### src/rtl/tree_ensemble.sv
// tree_ensemble: walks N_TREES decision trees one node per fetch and sums the reached leaf values.
// Optional feature: define TREE_DEPTH_GUARD_EN to abort a tree after N_NODE_AND_LEAFS compares.
module tree_ensemble #(
    parameter int N_TREES          = 4,
    parameter int N_NODE_AND_LEAFS = 256,
    parameter int N_FEATURE        = 32
) (
    input  logic                                          clk,
    input  logic                                          rst,
    input  logic                                          start,
    output logic                                          busy,
    output logic                                          done,
    output logic [$clog2(N_TREES*N_NODE_AND_LEAFS)-1:0]   node_addr,
    input  logic [63:0]                                   node_data,
    output logic [$clog2(N_FEATURE)-1:0]                  feature_index,
    input  logic signed [31:0]                            feature,
    output logic signed [32+$clog2(N_TREES)-1:0]          result,
    output logic                                          error
);
    localparam int SUM_W  = 32 + $clog2(N_TREES);
    localparam int ADDR_W = $clog2(N_TREES * N_NODE_AND_LEAFS);
    localparam int TREE_W = (N_TREES > 1) ? $clog2(N_TREES) : 1;
    localparam int NODE_W = $clog2(N_NODE_AND_LEAFS);
    localparam int FEAT_W = $clog2(N_FEATURE);

    typedef enum logic [2:0] {
        IDLE,
        FETCH_NODE,
        LATCH_NODE,
        FETCH_FEAT,
        COMPARE,
        ACCUM,
        DONE
    } state_e;

    state_e                    state_q, state_d;
    logic [TREE_W-1:0]         tree_idx_q, tree_idx_d;
    logic [NODE_W-1:0]         node_idx_q, node_idx_d;
    logic signed [31:0]        value_q, value_d;
    logic [NODE_W-1:0]         right_q, right_d;
    logic [FEAT_W-1:0]         feat_idx_q, feat_idx_d;
    logic signed [SUM_W-1:0]   result_q, result_d;
    logic                      busy_q, busy_d;
    logic                      done_q, done_d;
    logic                      advance;
    logic                      last_tree;
    logic                      unused_pad;

`ifdef TREE_DEPTH_GUARD_EN
    localparam logic [NODE_W:0] DEPTH_LIMIT = (NODE_W+1)'(N_NODE_AND_LEAFS);
    logic [NODE_W:0]           depth_q, depth_d;
    logic                      error_q, error_d;
`endif

    assign last_tree  = (int'(tree_idx_q) == N_TREES - 1);
    assign unused_pad = ^{node_data[31:24], node_data[23:16], node_data[15:8], node_data[7:1]};

    always_comb begin
        state_d    = state_q;
        tree_idx_d = tree_idx_q;
        node_idx_d = node_idx_q;
        value_d    = value_q;
        right_d    = right_q;
        feat_idx_d = feat_idx_q;
        result_d   = result_q;
        advance    = 1'b0;
`ifdef TREE_DEPTH_GUARD_EN
        depth_d    = depth_q;
        error_d    = error_q;
`endif
        case (state_q)
            IDLE: begin
                if (start) begin
                    state_d    = FETCH_NODE;
                    tree_idx_d = '0;
                    node_idx_d = '0;
                    result_d   = '0;
`ifdef TREE_DEPTH_GUARD_EN
                    depth_d    = '0;
                    error_d    = 1'b0;
`endif
                end
            end
            FETCH_NODE: state_d = LATCH_NODE;
            LATCH_NODE: begin
                value_d = node_data[63:32];
                if (node_data[0]) begin
                    feat_idx_d = node_data[8 +: FEAT_W];
                    right_d    = node_data[16 +: NODE_W];
                    state_d    = FETCH_FEAT;
                end else begin
                    state_d = ACCUM;
                end
            end
            FETCH_FEAT: state_d = COMPARE;
            COMPARE: begin
                state_d = FETCH_NODE;
                if (feature < value_q) begin
                    node_idx_d = node_idx_q + 1'b1;
                end else begin
                    node_idx_d = right_q;
                end
`ifdef TREE_DEPTH_GUARD_EN
                // A runaway tree is dropped: skip straight to the next tree without adding.
                depth_d = depth_q + 1'b1;
                if (depth_d == DEPTH_LIMIT) begin
                    error_d = 1'b1;
                    advance = 1'b1;
                end
`endif
            end
            ACCUM: begin
                result_d = result_q + SUM_W'(value_q);
                advance  = 1'b1;
            end
            DONE:    state_d = IDLE;
            default: state_d = IDLE;
        endcase

        if (advance) begin
            if (last_tree) begin
                state_d = DONE;
            end else begin
                tree_idx_d = tree_idx_q + 1'b1;
                node_idx_d = '0;
                state_d    = FETCH_NODE;
`ifdef TREE_DEPTH_GUARD_EN
                depth_d    = '0;
`endif
            end
        end

        busy_d = (state_d == FETCH_NODE) || (state_d == LATCH_NODE) || (state_d == FETCH_FEAT) ||
                 (state_d == COMPARE) || (state_d == ACCUM);
        done_d = (state_d == DONE);
    end

    always_ff @(posedge clk) begin
        if (rst) begin
            state_q    <= IDLE;
            tree_idx_q <= '0;
            node_idx_q <= '0;
            value_q    <= '0;
            right_q    <= '0;
            feat_idx_q <= '0;
            result_q   <= '0;
            busy_q     <= 1'b0;
            done_q     <= 1'b0;
`ifdef TREE_DEPTH_GUARD_EN
            depth_q    <= '0;
            error_q    <= 1'b0;
`endif
        end else begin
            state_q    <= state_d;
            tree_idx_q <= tree_idx_d;
            node_idx_q <= node_idx_d;
            value_q    <= value_d;
            right_q    <= right_d;
            feat_idx_q <= feat_idx_d;
            result_q   <= result_d;
            busy_q     <= busy_d;
            done_q     <= done_d;
`ifdef TREE_DEPTH_GUARD_EN
            depth_q    <= depth_d;
            error_q    <= error_d;
`endif
        end
    end

    assign node_addr     = ADDR_W'({tree_idx_q, node_idx_q});
    assign feature_index = feat_idx_q;
    assign result        = result_q;
    assign busy          = busy_q;
    assign done          = done_q;
`ifdef TREE_DEPTH_GUARD_EN
    assign error         = error_q;
`else
    assign error         = 1'b0;
`endif

endmodule

### config.mk
export PLATFORM = sky130hd
export DESIGN_NAME = tree_ensemble
export DESIGN_NICKNAME = d
export VERILOG_FILES = /design/src/rtl/tree_ensemble.sv
export SDC_FILE = /design/constraint.sdc
export NUM_CORES = 1
export LEC_CHECK = 0
export CAP_MARGIN = 20
export CORE_MARGIN = 3
export CORE_UTILIZATION = 30
export CTS_CLUSTER_SIZE = 10
export DETAILED_ROUTE_END_ITERATION = 10
export PLACE_DENSITY = 0.57
export SKIP_LAST_GASP = 1
export SLEW_MARGIN = 20
export SYNTH_ARGS = -nofsm -noshare
export SYNTH_HDL_FRONTEND = slang
export SYNTH_SLANG_ARGS = --single-unit
### constraint.sdc
create_clock -name clk -period 3.48 [get_ports clk]
set_clock_uncertainty 0.2 [all_clocks]
set_input_delay 0.696 -clock clk [delete_from_list [all_inputs] [get_ports clk]]
set_output_delay 0.696 -clock clk [all_outputs]
set_load 0.02 [all_outputs]
==> impl_metrics.json, run 1 <==
{
  "status": "complete, no violations",
  "timing.final.hold_violations": 0,
  "antenna_cells": 0,
  "cts_made_buffers": 9,
  "overflow": 0,
  "tightestPinTransition_ns": 0.898,
  "cts_htree_levels": 3,
  "synth.distinct_cells": 73,
  "cp.arrival_ns": 3.24,
  "cts.sinks": 94,
  "synth.avg_cell_area_sq_um": 7.96,
  "antenna_found_initial": 0,
  "grt_pass1_vias": 5586,
  "criticalPathCategory": "in2reg",
  "synth_edf_count": 0,
  "synth_nets": 941,
  "leakage_nw": 3.10,
  "synth_top_area_cell": "dfxtp_1",
  "relSlewSlack": 0.400,
  "netlist_area_sq_mm": 0.00617,
  "firstDrtPassIters": 4,
  "cts_buffer_depth": 2,
  "clk_pin_slew_ns": 0.06,
  "hold-path-cell-count": 2,
  "clk_latency_ns": 0.35,
  "area_growth_pct": 29.4,
  "ctsHoldBuffers": 0,
  "vias": 5798,
  "max-cap-violations": 0,
  "die_height_microns": 149,
  "critPathLaunchType": "input port",
  "period_share": 0.913,
  "hold_class": "reg2reg",
  "yosys_register_bits": 94,
  "crit_path_max_fanout": 4,
  "async_flop_share": 0,
  "num-nets-final": 1058,
  "viasPerCell": 5.00,
  "start_util": 0.311,
  "ios": 151,
  "rows": 51,
  "fillers": 2050,
  "cts_tree": "done",
  "synthTopCellsByArea": "dfxtp_1, ha_1, nand2_1",
  "seq_area_sq_mm": 0.00188,
  "track_usage": 0.167,
  "finalCriticalPeriod_ns": 3.18,
  "yosys_warnings": 0,
  "cts_resized": 0,
  "grt_max_degree": 36,
  "r2r_cells": 10,
  "fmax_ghz": 0.315,
  "multi_input_area_sq_mm": 0.00399,
  "core-area_sq_mm": 0.0198,
  "yosys.area.top_type_share": 0.305,
  "routedWlPerCell_microns": 16.1,
  "synthCells": 775,
  "routed_wl_mm": 18.6,
  "cp.required_ns": 3.54,
  "io_buffers": 131,
  "ys.flop_type": "dfxtp_1",
  "postCtsSetupBuffers": 0,
  "fin_setup_tns_ns": 0,
  "cellPowerDensity_mw_per_mm2": 300,
  "drc": 0,
  "peakVddDrop_mv": 0.223,
  "die_x_microns": 149,
  "rsz0062_at_grt": "no",
  "hpwl_mm": 14.4,
  "dpl.cell_count": 1146,
  "initialDrtViolationCount": 263,
  "stdcell_count": 1159,
  "dieArea_sq_mm": 0.0223,
  "grt_pass1_wl_mm": 29.6,
  "ant_nets": 0,
  "gp_congestion": 0.837,
  "ys_seq_area_frac": 0.305,
  "drive_gt1_frac": 0.0503,
  "endpoint_kind": "register",
  "cts-root-buf": "clkbuf_16",
  "slew_violations": 0,
  "finalSetupViolations": 0
}
## layer usage
layer,vias to the layer above,part of all wire,global-route usage
met4,0,0.014,0.0508
met3,14,0.056,0.0368
met1,2650,0.49,0.236
met2,118,0.44,0.255
li1,3016,-,-
met5,-,0,0
## synth_stat cells, drive strengths merged, types with 10 or more instances
| cell | count |
|---|---|
| nand2 | 136 |
| dfxtp | 94 |
| a21oi | 87 |
| ha | 66 |
| o21ai | 40 |
| nor2 | 39 |
| inv | 38 |
| a21o | 30 |
| clkbuf | 28 |
| nand3 | 24 |
| xnor2 | 16 |
| nand4 | 13 |
| xor2 | 12 |
| a22oi | 11 |
| o211ai | 11 |
| nor3 | 10 |
## final cells by class
type                            count  share of cell area
Clock buffer                       10              0.0287
Clock inverter                      3             0.00188
Inverter                           38              0.0179
Multi-Input combinational cell    607               0.500
Sequential cell                    94               0.236
Tap cell                          265              0.0415
Timing Repair Buffer              142               0.174
## per-stage QoR
stage / hold WS [ns] / util / power (mW) / setup WS, ns / instance area [sq um]
floorplan: 0.236 / - / 1.35 / 0.695 / 6170
global placement: 0.242 / 0.390 / 1.53 / -0.0287 / 7740
detailed placement: 0.247 / 0.390 / 1.53 / -0.0199 / 7740
global route: 0.282 / 0.402 / 2.51 / 0.218 / 7980
CTS: 0.256 / 0.402 / 2.43 / 0.345 / 7980
finish: 0.254 / 0.402 / 2.39 / 0.303 / 7980
## registers in the layout, summed over array words and instances (netlist names)
name / flops
busy: 1
result: 34
done: 1
value_q: 32
state_q: 3
tree_idx_q: 2
node_idx_q: 8
right_q: 8
feature_index: 5
## power by group
group          total (mW)  internal [mW]  switching [mW]  leakage, nW
clock               0.890          0.470           0.420        0.124
combinational       0.373          0.180           0.194         2.22
sequential           1.13           1.10          0.0287        0.760
## cell families after synthesis
group | count (synthesis) | synth area share
simple gates | 273 | 0.205
compound gates | 233 | 0.256
flops | 94 | 0.305
buf+inv | 74 | 0.0481
fa+ha+maj | 67 | 0.137
xor+xnor | 28 | 0.0398
mux | 5 | 0.00832
other cells | 1 | 0.000608
## final timing paths
check,from,end,slack [ns]
worst min-delay path,feature_index[3]$_SDFFE_PP0P_,feature_index[3]$_SDFFE_PP0P_,0.25
worst max-delay path,feature[9],node_idx_q[3]$_SDFF_PP0_,0.30
worst max register to register,value_q[0]$_SDFFE_PP0N_,result[30]$_SDFFE_PP0P_,0.38
worst min register to register,feature_index[3]$_SDFFE_PP0P_,feature_index[3]$_SDFFE_PP0P_,0.25
## critical path: stages
cell and delay, ns:
clkdlybuf4s50_1 0.41, ha_1 0.32, a21o_1 0.18, a21oi_1 0.15, nor2b_1 0.07, o31ai_1 0.30, a31oi_1 0.24, or2_1 0.31
or4_1 0.47, o211ai_1 0.11
## layout by cell type (no fill, tap or decap), types with 9 or more instances in the layout
master / count
a21o_1: 30
a21oi_1: 86
a22oi_1: 11
buf_4: 11
clkbuf_16: 9
clkdlybuf4s50_1: 130
dfxtp_1: 94
ha_1: 66
inv_1: 38
nand2_1: 135
nand3_1: 24
nand4_1: 13
nor2_1: 38
nor3_1: 10
o211ai_1: 11
o21ai_0: 32
xnor2_1: 16
xor2_1: 12
Power figures use the tool's default switching activity.
==> inputs of run 2 (changes only) <==
CTS_CLUSTER_DIAMETER = 60   (was not set)
SLEW_MARGIN = 25   (was 20)
TNS_END_PERCENT = 30   (was not set)
==> results of run 2 <==
Same layout as run 1: the final DEF is identical, and so are final timing and power.
==> inputs of run 3 (changes only) <==
CORE_UTILIZATION = 40   (was 30)
PLACE_DENSITY = 0.71   (was 0.57)
==> impl_metrics.json, run 3 (same netlist as run 1, synthesis figures left out) <==
{
  "status": "complete, no violations",
  "initialDrtViolationCount": 351,
  "peakVddDrop_mv": 0.251,
  "overflow": 0,
  "io_buffers": 131,
  "cts_resized": 0,
  "finalCriticalPeriod_ns": 3.11,
  "die_x_microns": 130,
  "endpoint_kind": "register",
  "grt_pass1_wl_mm": 27.9,
  "viasPerCell": 5.54,
  "criticalPathCategory": "in2reg",
  "largest_reg_flops": 34,
  "finalSetupViolations": 0,
  "final_cell_area_sq_mm": 0.00792,
  "drt-met1-wl_mm": 8.17,
  "dr_wl_met2_mm": 7.73,
  "dpl.cell_count": 1064,
  "stdcell_count": 1080,
  "clk_pin_slew_ns": 0.07,
  "grt_pass1_vias": 5620,
  "ios": 151,
  "totalPowerFinal_mw": 2.47,
  "routedWlPerCell_microns": 16.1,
  "cp.arrival_ns": 3.19,
  "slew_violations": 0,
  "cp.required_ns": 3.56,
  "die_height_microns": 130,
  "vias": 5984,
  "layout_setup_ws_ns": 0.373,
  "cts.sinks": 94,
  "gp_congestion": 0.922,
  "cellPowerDensity_mw_per_mm2": 312,
  "finish.utilization": 0.534,
  "area_growth_pct": 28.3,
  "period_share": 0.893,
  "cts_buffer_depth": 2,
  "drive_gt1_frac": 0.0536,
  "cts_made_buffers": 9,
  "place_ws_ns": 0.0239,
  "drc": 0,
  "fmax_ghz": 0.322,
  "rsz0062_at_grt": "no",
  "ctsHoldBuffers": 0,
  "dieArea_sq_mm": 0.0169,
  "start_util": 0.416,
  "final_common_cell": "nand2_1",
  "wl_met3_mm": 1.02,
  "cts-root-buf": "clkbuf_16",
  "clk_latency_ns": 0.35,
  "fin_setup_tns_ns": 0,
  "grt_max_degree": 34,
  "layout_common_cells": "nand2_1, clkdlybuf4s50_1, dfxtp_1",
  "holdWs_ns": 0.256,
  "critPathLaunchType": "input port",
  "track_usage": 0.206,
  "antenna_cells": 0,
  "cts_tree": "done",
  "tightestPinTransition_ns": 0.677,
  "firstDrtPassIters": 5,
  "hpwl_mm": 13.3,
  "max-cap-violations": 0,
  "antenna_found_initial": 0,
  "postCtsSetupBuffers": 0,
  "hold_class": "reg2reg",
  "timing.final.hold_violations": 0,
  "placed_area_sq_mm": 0.00763,
  "highest_layer": "met4",
  "core-area_sq_mm": 0.0148,
  "routed_wl_mm": 17.4,
  "crit_path_max_fanout": 6,
  "num-nets-final": 1057,
  "cts_htree_levels": 3,
  "rows": 44,
  "leakage_nw": 3.11,
  "relSlewSlack": 0.547,
  "fillers": 1405,
  "ant_nets": 0
}
[run 3: cell count changes in the layout (fill, tap and decap cells not counted)]
cell and delta:
clkinv_2 -2, nor2b_2 +1, clkinvlp_4 +2, clkbuf_8 +2
buf_4 -1, nor2b_1 -1, inv_6 +1
[run 3: worst paths after layout]
check | startpoint | endpoint | slack [ns] | depth (start not counted)
setup / recovery | feature[9] | node_idx_q[4]$_SDFF_PP0_ | 0.37 | 10
hold / removal | feature_index[1]$_SDFFE_PP0P_ | feature_index[1]$_SDFFE_PP0P_ | 0.26 | 2
setup reg to reg | result[0]$_SDFFE_PP0P_ | result[30]$_SDFFE_PP0P_ | 0.40 | 10
hold reg to reg | feature_index[1]$_SDFFE_PP0P_ | feature_index[1]$_SDFFE_PP0P_ | 0.26 | 2
[run 3: power breakdown]
group / leakage (nW) / internal [mW] / switching [mW] / total (mW)
sequential: 0.760 / 1.10 / 0.0272 / 1.13
combinational: 2.22 / 0.179 / 0.191 / 0.370
clock: 0.135 / 0.526 / 0.444 / 0.969
total: 3.11 / 1.81 / 0.662 / 2.47
[run 3: final cells by class]
class                      instances  area (sq um)  area share
timing repair buffer             141          1380       0.175
clock inverter                     4          28.8     0.00364
multi-input combinational        607          3990       0.505
tap                              184           230      0.0291
inverter                          38           143      0.0180
sequential                        94          1880       0.238
clock buffer                      12           256      0.0324
[run 3: layer usage]
layer | track usage | up-vias
li1 | - | 3013
met1 | 0.281 | 2779
met2 | 0.322 | 165
met3 | 0.0397 | 27
met4 | 0.0782 | 0
met5 | 0 | -
[run 3: worst max-delay path, cell delays in order]
cell,delay [ns]
clkdlybuf4s50_1,0.43
ha_1,0.33
a21o_1,0.19
a21oi_1,0.14
nor2b_1,0.07
o31ai_1,0.23
a31oi_1,0.20
or2_1,0.32
or4_1,0.48
o211ai_1,0.10
